## src/rtl/lane_merging_mx.sv

```systemverilog
`default_nettype none
// +--------------------------------------------------------------------------+
// | lane_merging_mx: packs 1/2/4 aligned byte lanes into OUT_BYTES words      |
// | with a one-word hold stage so the final word of a burst carries pkt_eof.  |
// | Revision: 1.0                                                            |
// +--------------------------------------------------------------------------+
module lane_merging_mx #(
  parameter int MAX_LANES = 4,
  parameter int OUT_BYTES = 4
) (
  input  logic                   clk,
  input  logic                   reset,
  input  logic [2:0]             lane_num,
  input  logic                   align_lane_vld,
  input  logic [8*MAX_LANES-1:0] lane_data,
  output logic [8*OUT_BYTES-1:0] merging_dat,
  output logic [OUT_BYTES-1:0]   merging_be,
  output logic                   merging_valid,
  output logic                   pkt_sof,
  output logic                   pkt_eof,
  output logic                   cfg_err,
  output logic                   gap_err
);

  localparam int FILL_W = $clog2(OUT_BYTES) + 1;
  localparam int DW     = 8 * OUT_BYTES;

  typedef enum logic [1:0] {
    ST_IDLE  = 2'd0,
    ST_MERGE = 2'd1,
    ST_FLUSH = 2'd2,
    ST_DROP  = 2'd3
  } state_t;

  state_t              state_q, state_d;
  logic                prev_vld_q, prev_vld_d;
  logic [2:0]          n_q, n_d;
  logic [FILL_W-1:0]   fill_q, fill_d;
  logic [DW-1:0]       acc_q, acc_d;
  logic [DW-1:0]       hold_q, hold_d;
  logic                hold_vld_q, hold_vld_d;
  logic                sof_pend_q, sof_pend_d;
  logic [DW-1:0]       dat_q, dat_d;
  logic [OUT_BYTES-1:0] be_q, be_d;
  logic                valid_q, valid_d;
  logic                sof_q, sof_d;
  logic                eof_q, eof_d;
  logic                cfg_err_q, cfg_err_d;
  logic                gap_err_q, gap_err_d;

  logic                lane_legal;
  logic [2:0]          n_eff;
  logic [DW-1:0]       acc_app;
  logic [FILL_W-1:0]   fill_app;
  logic                word_done;
  logic [OUT_BYTES-1:0] partial_be;
  logic                has_partial;
  logic                do_append;
  int                  n_int;
  int                  f_int;
  int                  fill_sum;

  assign lane_legal  = ((lane_num == 3'd1) || (lane_num == 3'd2) || (lane_num == 3'd4)) &&
                       (int'(lane_num) <= MAX_LANES);
  // In IDLE the burst-start cycle is merged with the lane count being latched now.
  assign n_eff       = (state_q == ST_IDLE) ? lane_num : n_q;
  assign has_partial = (fill_q != '0);

  always_comb begin
    n_int      = int'(n_eff);
    f_int      = int'(fill_q);
    acc_app    = acc_q;
    partial_be = '0;
    for (int b = 0; b < OUT_BYTES; b++) begin
      for (int l = 0; l < MAX_LANES; l++) begin
        if ((l < n_int) && (f_int + l == b)) begin
          acc_app[8*b +: 8] = lane_data[8*l +: 8];
        end
      end
      if (b < f_int) begin
        partial_be[b] = 1'b1;
      end
    end
    fill_sum  = f_int + n_int;
    fill_app  = FILL_W'(fill_sum);
    word_done = (fill_sum >= OUT_BYTES);
  end

  always_comb begin
    state_d    = state_q;
    prev_vld_d = align_lane_vld;
    n_d        = n_q;
    fill_d     = fill_q;
    acc_d      = acc_q;
    hold_d     = hold_q;
    hold_vld_d = hold_vld_q;
    sof_pend_d = sof_pend_q;
    dat_d      = '0;
    be_d       = '0;
    valid_d    = 1'b0;
    sof_d      = 1'b0;
    eof_d      = 1'b0;
    cfg_err_d  = 1'b0;
    gap_err_d  = 1'b0;
    do_append  = 1'b0;

    case (state_q)
      ST_IDLE: begin
        if (align_lane_vld && !prev_vld_q) begin
          n_d = lane_num;
          if (lane_legal) begin
            state_d    = ST_MERGE;
            sof_pend_d = 1'b1;
            do_append  = 1'b1;
          end else begin
            cfg_err_d = 1'b1;
            state_d   = ST_DROP;
          end
        end
      end
      ST_MERGE: begin
        if (align_lane_vld) begin
          do_append = 1'b1;
        end else if (hold_vld_q) begin
          valid_d    = 1'b1;
          dat_d      = hold_q;
          be_d       = '1;
          sof_d      = sof_pend_q;
          sof_pend_d = 1'b0;
          hold_d     = '0;
          hold_vld_d = 1'b0;
          eof_d      = !has_partial;
          state_d    = has_partial ? ST_FLUSH : ST_IDLE;
        end else begin
          valid_d    = has_partial;
          dat_d      = has_partial ? acc_q : '0;
          be_d       = partial_be;
          sof_d      = has_partial & sof_pend_q;
          eof_d      = has_partial;
          sof_pend_d = 1'b0;
          acc_d      = '0;
          fill_d     = '0;
          state_d    = ST_IDLE;
        end
      end
      ST_FLUSH: begin
        // Bytes arriving here have no slot; they are flagged and discarded.
        valid_d    = 1'b1;
        dat_d      = acc_q;
        be_d       = partial_be;
        sof_d      = sof_pend_q;
        eof_d      = 1'b1;
        sof_pend_d = 1'b0;
        acc_d      = '0;
        fill_d     = '0;
        gap_err_d  = align_lane_vld;
        state_d    = ST_IDLE;
      end
      ST_DROP: begin
        if (!align_lane_vld) begin
          state_d = ST_IDLE;
        end
      end
      default: state_d = ST_IDLE;
    endcase

    if (do_append) begin
      if (word_done) begin
        if (hold_vld_q) begin
          valid_d    = 1'b1;
          dat_d      = hold_q;
          be_d       = '1;
          sof_d      = sof_pend_q;
          sof_pend_d = 1'b0;
        end
        hold_d     = acc_app;
        hold_vld_d = 1'b1;
        acc_d      = '0;
        fill_d     = '0;
      end else begin
        acc_d  = acc_app;
        fill_d = fill_app;
      end
    end
  end

  always_ff @(posedge clk) begin
    if (reset) begin
      state_q    <= ST_IDLE;
      prev_vld_q <= 1'b1;
      n_q        <= '0;
      fill_q     <= '0;
      acc_q      <= '0;
      hold_q     <= '0;
      hold_vld_q <= 1'b0;
      sof_pend_q <= 1'b0;
      dat_q      <= '0;
      be_q       <= '0;
      valid_q    <= 1'b0;
      sof_q      <= 1'b0;
      eof_q      <= 1'b0;
      cfg_err_q  <= 1'b0;
      gap_err_q  <= 1'b0;
    end else begin
      state_q    <= state_d;
      prev_vld_q <= prev_vld_d;
      n_q        <= n_d;
      fill_q     <= fill_d;
      acc_q      <= acc_d;
      hold_q     <= hold_d;
      hold_vld_q <= hold_vld_d;
      sof_pend_q <= sof_pend_d;
      dat_q      <= dat_d;
      be_q       <= be_d;
      valid_q    <= valid_d;
      sof_q      <= sof_d;
      eof_q      <= eof_d;
      cfg_err_q  <= cfg_err_d;
      gap_err_q  <= gap_err_d;
    end
  end

  assign merging_dat   = dat_q;
  assign merging_be    = be_q;
  assign merging_valid = valid_q;
  assign pkt_sof       = sof_q;
  assign pkt_eof       = eof_q;
  assign cfg_err       = cfg_err_q;
  assign gap_err       = gap_err_q;

endmodule
`default_nettype wire

```

## config.mk

```make
export PLATFORM = sky130hd
export DESIGN_NAME = lane_merging_mx
export DESIGN_NICKNAME = d
export VERILOG_FILES = /design/src/rtl/lane_merging_mx.sv
export SDC_FILE = /design/constraint.sdc
export NUM_CORES = 1
export LEC_CHECK = 0
export BUFFER_PORTS_ARGS = -buffer_cell sky130_fd_sc_hd__buf_2
export CAP_MARGIN = 5
export CORE_ASPECT_RATIO = 0.8
export CORE_MARGIN = 2
export CORE_UTILIZATION = 52
export DETAILED_ROUTE_END_ITERATION = 10
export PLACE_DENSITY = 0.86
export SLEW_MARGIN = 0
export SYNTH_ARGS = -nofsm -noshare
export SYNTH_HDL_FRONTEND = slang
export SYNTH_SLANG_ARGS = --single-unit
```

## constraint.sdc

```tcl
create_clock -name clk -period 2.95 [get_ports clk]
set_input_delay 0.4425 -clock clk [delete_from_list [all_inputs] [get_ports clk]]
set_output_delay 0.4425 -clock clk [all_outputs]
set_load 0.01 [all_outputs]
```

Word level (Yosys, flattened, before mapping)
Index checks and enable logic that the tools add are counted.
Widths: inputs -> output; s select.
{ "totals": {"regBits": 116, "inputBits": 38, "output_inout_bits": 41, "word_cells": 177} }
{ "classes": {"add_sub_neg": 4, "magnitude_cmp": 10, "n_eq_ne": 23, "n_mux": 87, "bitwise": 4, "reduce_logical": 34} }
{ "ops": {"columns": ["op", "count"], "rows": [
  ["$mux 32", 15],
  ["$logic_not 32->1", 4],
  ["$mux 8", 16],
  ["$pmux 32 s2", 2],
  ["$eq 32x2->1 const B", 3],
  ["$eq 32x3->1 const B", 3],
  ["$mux 1", 30],
  ["$mux 4", 5],
  ["$logic_and 1x1->1", 18],
  ["$mux 3", 5],
  ["$eq 4x2->1 const B", 3],
  ["$lt 1x3->1 const A", 4],
  ["$lt 2x3->1 const A", 4],
  ["$mux 2", 6],
  ["$eq 3x3->1 const B", 3],
  ["$add 3x2->4 const B", 2],
  ["$pmux 1 s2", 4],
  ["$pmux 2 s4", 1],
  ["$pmux 4 s2", 1],
  ["$eq 3x2->1 const B", 2],
  ["$ne 3x3->1 const B", 2],
  ["$pmux 3 s2", 1],
  ["$reduce_and 3->1", 2],
  ["$reduce_bool 3->1", 2],
  ["other kinds (18)", 24]
]} }

Logic depth before layout (Yosys ltp)
{ "logic_depth": {"depth_word": 10, "mapped_depth": 13, "depth_no_buf": 10} }

Worst setup path after synthesis
OpenSTA, ideal clock, no wires.
{ "synth_timing": {"path_kind": "reg-to-reg", "start": "register state_q[0]", "end": "register dat_q[23] (netlist: merging_dat[23])", "setup_time_ns": 0.117, "t_arrival_ns": 2.860, "required_ns": 2.833, "path_slack_ns": -0.027, "path_stages_with_launch": 13, "synth_period_minus_slack_ns": 2.977, "cell_sequence": "dfxtp_1 > inv_1 > ha_1 > buf_6 > mux2_2 > ha_1 > fa_1 > o22ai_1 > a31oi_1 > o21ba_2 > clkbuf_1 > clkbuf_1 > a22o_1"} }
{ "synth_via": {"elab_chain_len": 6, "elab_cells_between_ends": 11} }
{ "synth_lines": {"columns": ["element", "line_no", "source"], "rows": [
  ["start: declaration", "35", "state_t state_q, state_d;"],
  ["start signal: assignment", "205", "state_q <= state_d;"],
  ["$logic_not 2->1", "66, 107", null],
  ["$mux 3", "66", "assign n_eff = (state_q == ST_IDLE) ? lane_num : n_q;"],
  ["$add 3x3->4", "84", "fill_sum = f_int + n_int;"],
  ["$ge 4x3->1", "86", "word_done = (fill_sum >= OUT_BYTES);"],
  ["$mux 32", "168", "if (word_done) begin"],
  ["$mux 32 (*)", "167", "if (do_append) begin"],
  ["end signal: assignment", "213", "dat_q <= dat_d;"],
  ["end: declaration", "43", "logic [DW-1:0] dat_q, dat_d;"]
]} }
Every way passes the cells marked *; elsewhere a longest branch is shown, timed or not.
A chain may end at the register's enable or synchronous reset.

Worst setup path in the final report
{ "layout_timing": {"start": "register state_q[1]", "end": "register dat_q[3] (netlist: merging_dat[3])"} }
The elaborated chain is that of the path after synthesis.

==> results.md <==
- Predominant post-synthesis flop cell: dfxtp_1
- Overall Global Routing Usage: 0.304
- CP Data Arrival Time: 3300 ps
- Cell count after synthesis: 601
- Hold WS: 320 ps
- CTS H-Tree Depth: 4
- ANT cells: 0
- Final count of pins violating max slew: 0
- Clock buffer count from CTS: 17
- Crit path max-delay cell type: fa_2
- Post-CTS Hold Buffers: 0
- Max FO, Critical Path: 8
- CTS tree: built
- Total power: 4730 uW
- I/O Buffers: 78
- Min-delay worst type: in2reg
- Power Density: 672 nW/um^2
- Sequential fraction of the synthesis area: 0.419
- Setup CP Type: reg2reg
- Num rows: 33
- Die height: 96.4 um
- First-pass GRT wire length: 27100 um
- Cell family with most CP delay: compound AO/OA/AOI/OAI gates
- Yosys top cell by area: dfxtp_1
- Post-route clock period utilization: 1.01
- DP HPWL: 10700 um
- Status: finished with violations
- Synth warnings: 0
- CTS sink count: 116
- Post-synth EDFFs: 0
- Via Count: 5554
- Ranking of synthesized cells by area: dfxtp_1 42%, a22o_1 5.2%, mux2i_1 5.1%, a311oi_1 4.9%, a21oi_1 4.0%
- Die ar.: 11500 sq um
- Largest net degree at the start of global routing: 46
- Layout Utilization: 0.682
- Post-synth top area share: 0.419
- Starting Density: 0.537
- Leak: 0.00279 uW
- Area grow syn2layout: 27.0%
- Critical path startpoint category: register
- Max frequency: 0.334 GHz
- Per-cell routed wire length: 21.8 um
- Final Cell Area: 7040 sq um
- Root Buffer: clkbuf_16
- Hold Vio Cnt, Final: 0
- Post-Route Skew: 6.04 ps
- Slew headroom: 0.513
- # IOs: 79
- Slew @ Worst Pin: 729 ps
- Max Root-Sink Buffers: 2
- Clock Latency Late Sink: 420 ps
- Final #Nets: 736
- Avg Cell Area, Syn: 9.23 sq um
- Maximum VDD drop: 0.480 mV
- GP Congestion: 0.881
- Post-synthesis cell type count: 60
- Critical path capture point type: register
- WP buf/inv: 3
- Vias in the first global route: 5255
- DR DRC count: 0
- Die Width: 119 um
- Failing checks: setup timing
- Worst EP required: 3260 ps
- Fin worst setup slack: -40.2 ps
- WL final: 18300 um
- Async SR Flop Fraction: 0
- GRT overflow: 0
- Antenna-violating nets left: 0
- Min Tclk post-route: 2990 ps
- Syn Nets: 651
- Initial antenna violation count: 0
- Worst-path clk slew: 50 ps
- Crit path cell chain: inv_4 -> ha_4 -> mux2_4 -> ha_4 -> fa_2 -> nand3b_1 -> o22ai_4 -> a22oi_2 -> buf_4 -> o22ai_4 -> clkbuf_16 -> a22o_1
- Synth Register Bits: 116
- Placed cell areas: 6120 sq um
- Core area: 10300 sq um
- Synthesized area: 5550 sq um
- 1st-iter DRT viols: 901
- Share of cells above drive strength 1: 0.273
- Pre-antenna DRT Iters: 5
- Vias per std cell: 6.62
- Final setup vio count: 33
- Max-cap viol count: 0
- Critical Path Max Stage Delay: 370 ps
-- Yosys cell counts (all sizes together), types with 3 or more instances --
| cell | instances |
|---|---|
| o21a | 3 |
| nor3 | 16 |
| dfxtp | 116 |
| a21oi | 44 |
| a22oi | 3 |
| o21ai | 22 |
| and2 | 5 |
| nor3b | 4 |
| nand3 | 16 |
| a311oi | 32 |
| buf | 18 |
| nor4 | 3 |
| nand2b | 4 |
| nand3b | 4 |
| inv | 16 |
| o22ai | 21 |
| o32a | 8 |
| a22o | 33 |
| or3b | 3 |
| a211o | 8 |
| mux2 | 19 |
| nand2 | 58 |
| or2 | 3 |
| o32ai | 8 |
| nor2b | 4 |
| clkbuf | 30 |
| ha | 11 |
| nor2 | 38 |
| mux2i | 28 |
-- flip-flops by register name, indices dropped and copies added (netlist names) --
signal and flops:
n_q 3, fill_q 3, hold_q 32, prev_vld_q 1, hold_vld_q 1, acc_q 32
merging_valid 1, state_q 2, cfg_err 1, pkt_sof 1, sof_pend_q 1, pkt_eof 1
gap_err 1, merging_be 4, merging_dat 32
-- worst reg2reg max path, stage by stage (launching register included) --
cell       delay, ps
dfxtp_4          360
inv_4             70
ha_4             160
mux2_4           310
ha_4             170
fa_2             370
nand3b_1         210
o22ai_4          120
a22oi_2          350
buf_4            200
o22ai_4          120
clkbuf_16        210
a22o_1           230
-- per-stage QoR --
step | worst slack (ps) | TNS, ps | std cells
2_1_floorplan | -4.00 | -80.1 | 601
3_3_place_gp | 17.0 | 0 | 796
3_5_place_dp | -147 | -4520 | 796
4_1_cts | -8.71 | -17.8 | 834
5_1_grt | -64.6 | -1670 | 839
6_report | -40.2 | -809 | 839
-- path summary, 6_finish.rpt --
kind                           start                        end  slack [ps]  cells after the start
max reg2reg  state_q[1]$_SDFFE_PP0P_  merging_dat[3]$_SDFF_PP0_         -40                     12
min reg2reg    sof_pend_q$_SDFF_PP0_         pkt_sof$_SDFF_PP0_         470                      1
max          state_q[1]$_SDFFE_PP0P_  merging_dat[3]$_SDFF_PP0_         -40                     12
min                    lane_data[27]     acc_q[27]$_SDFFE_PP0P_         320                      3
-- cells by family after synthesis --
family	after synthesis	share of synthesized area
AOI/OAI and AO/OA	194	0.256
xor gates and xnor gates	1	0.00158
adders and majority gates	12	0.0284
buffers and inverters	64	0.0512
DFF	116	0.419
muxes	47	0.0891
and+or+nand+nor	167	0.155
-- power by group --
group	switching, uW	leakage (uW)	internal (uW)	total, uW
combinational	504	0.00155	291	795
sequential	28.8	0.000937	1600	1630
clock	755	0.000310	1550	2300
total	1290	0.00279	3440	4730
-- per-layer routing --
metal | global-route usage | part of all wire | vias up
met5 | 0 | 0 | -
met4 | 0.127 | 0.038 | 0
met3 | 0.0739 | 0.12 | 76
met2 | 0.499 | 0.46 | 459
met1 | 0.389 | 0.38 | 2593
li1 | - | - | 2426
-- layout by cell type (no fill, tap or decap), types with 13 or more instances in the layout --
| cell | instances |
|---|---|
| a21oi_1 | 44 |
| a22o_1 | 33 |
| a311oi_1 | 29 |
| buf_2 | 78 |
| buf_4 | 26 |
| clkbuf_16 | 19 |
| dfxtp_1 | 115 |
| inv_1 | 13 |
| mux2_2 | 17 |
| mux2i_1 | 28 |
| nand2_1 | 58 |
| nand3_1 | 16 |
| nor2_1 | 36 |
| nor3_1 | 13 |
| o21ai_0 | 14 |
| o22ai_1 | 19 |
-- area by class of cell --
class	count	area (sq um)
fillers	738	3280
repair buffers	114	782
clock buffers	21	460
clock inverters	11	199
well taps	140	175
multi-input cells	421	3040
flip-flops and latches	116	2330
inverters	16	62.6
-- repair_timing --
| item | CTS | global route |
|---|---|---|
| setup endpoints to repair | 53 | 81 |
| setup buffers | 5 | 2 |
| gates resized for setup | 4 | 17 |
| gates cloned | 1 | 3 |
| pin swaps | 2 | 7 |
No activity file was read; power rests on OpenSTA's default activity.
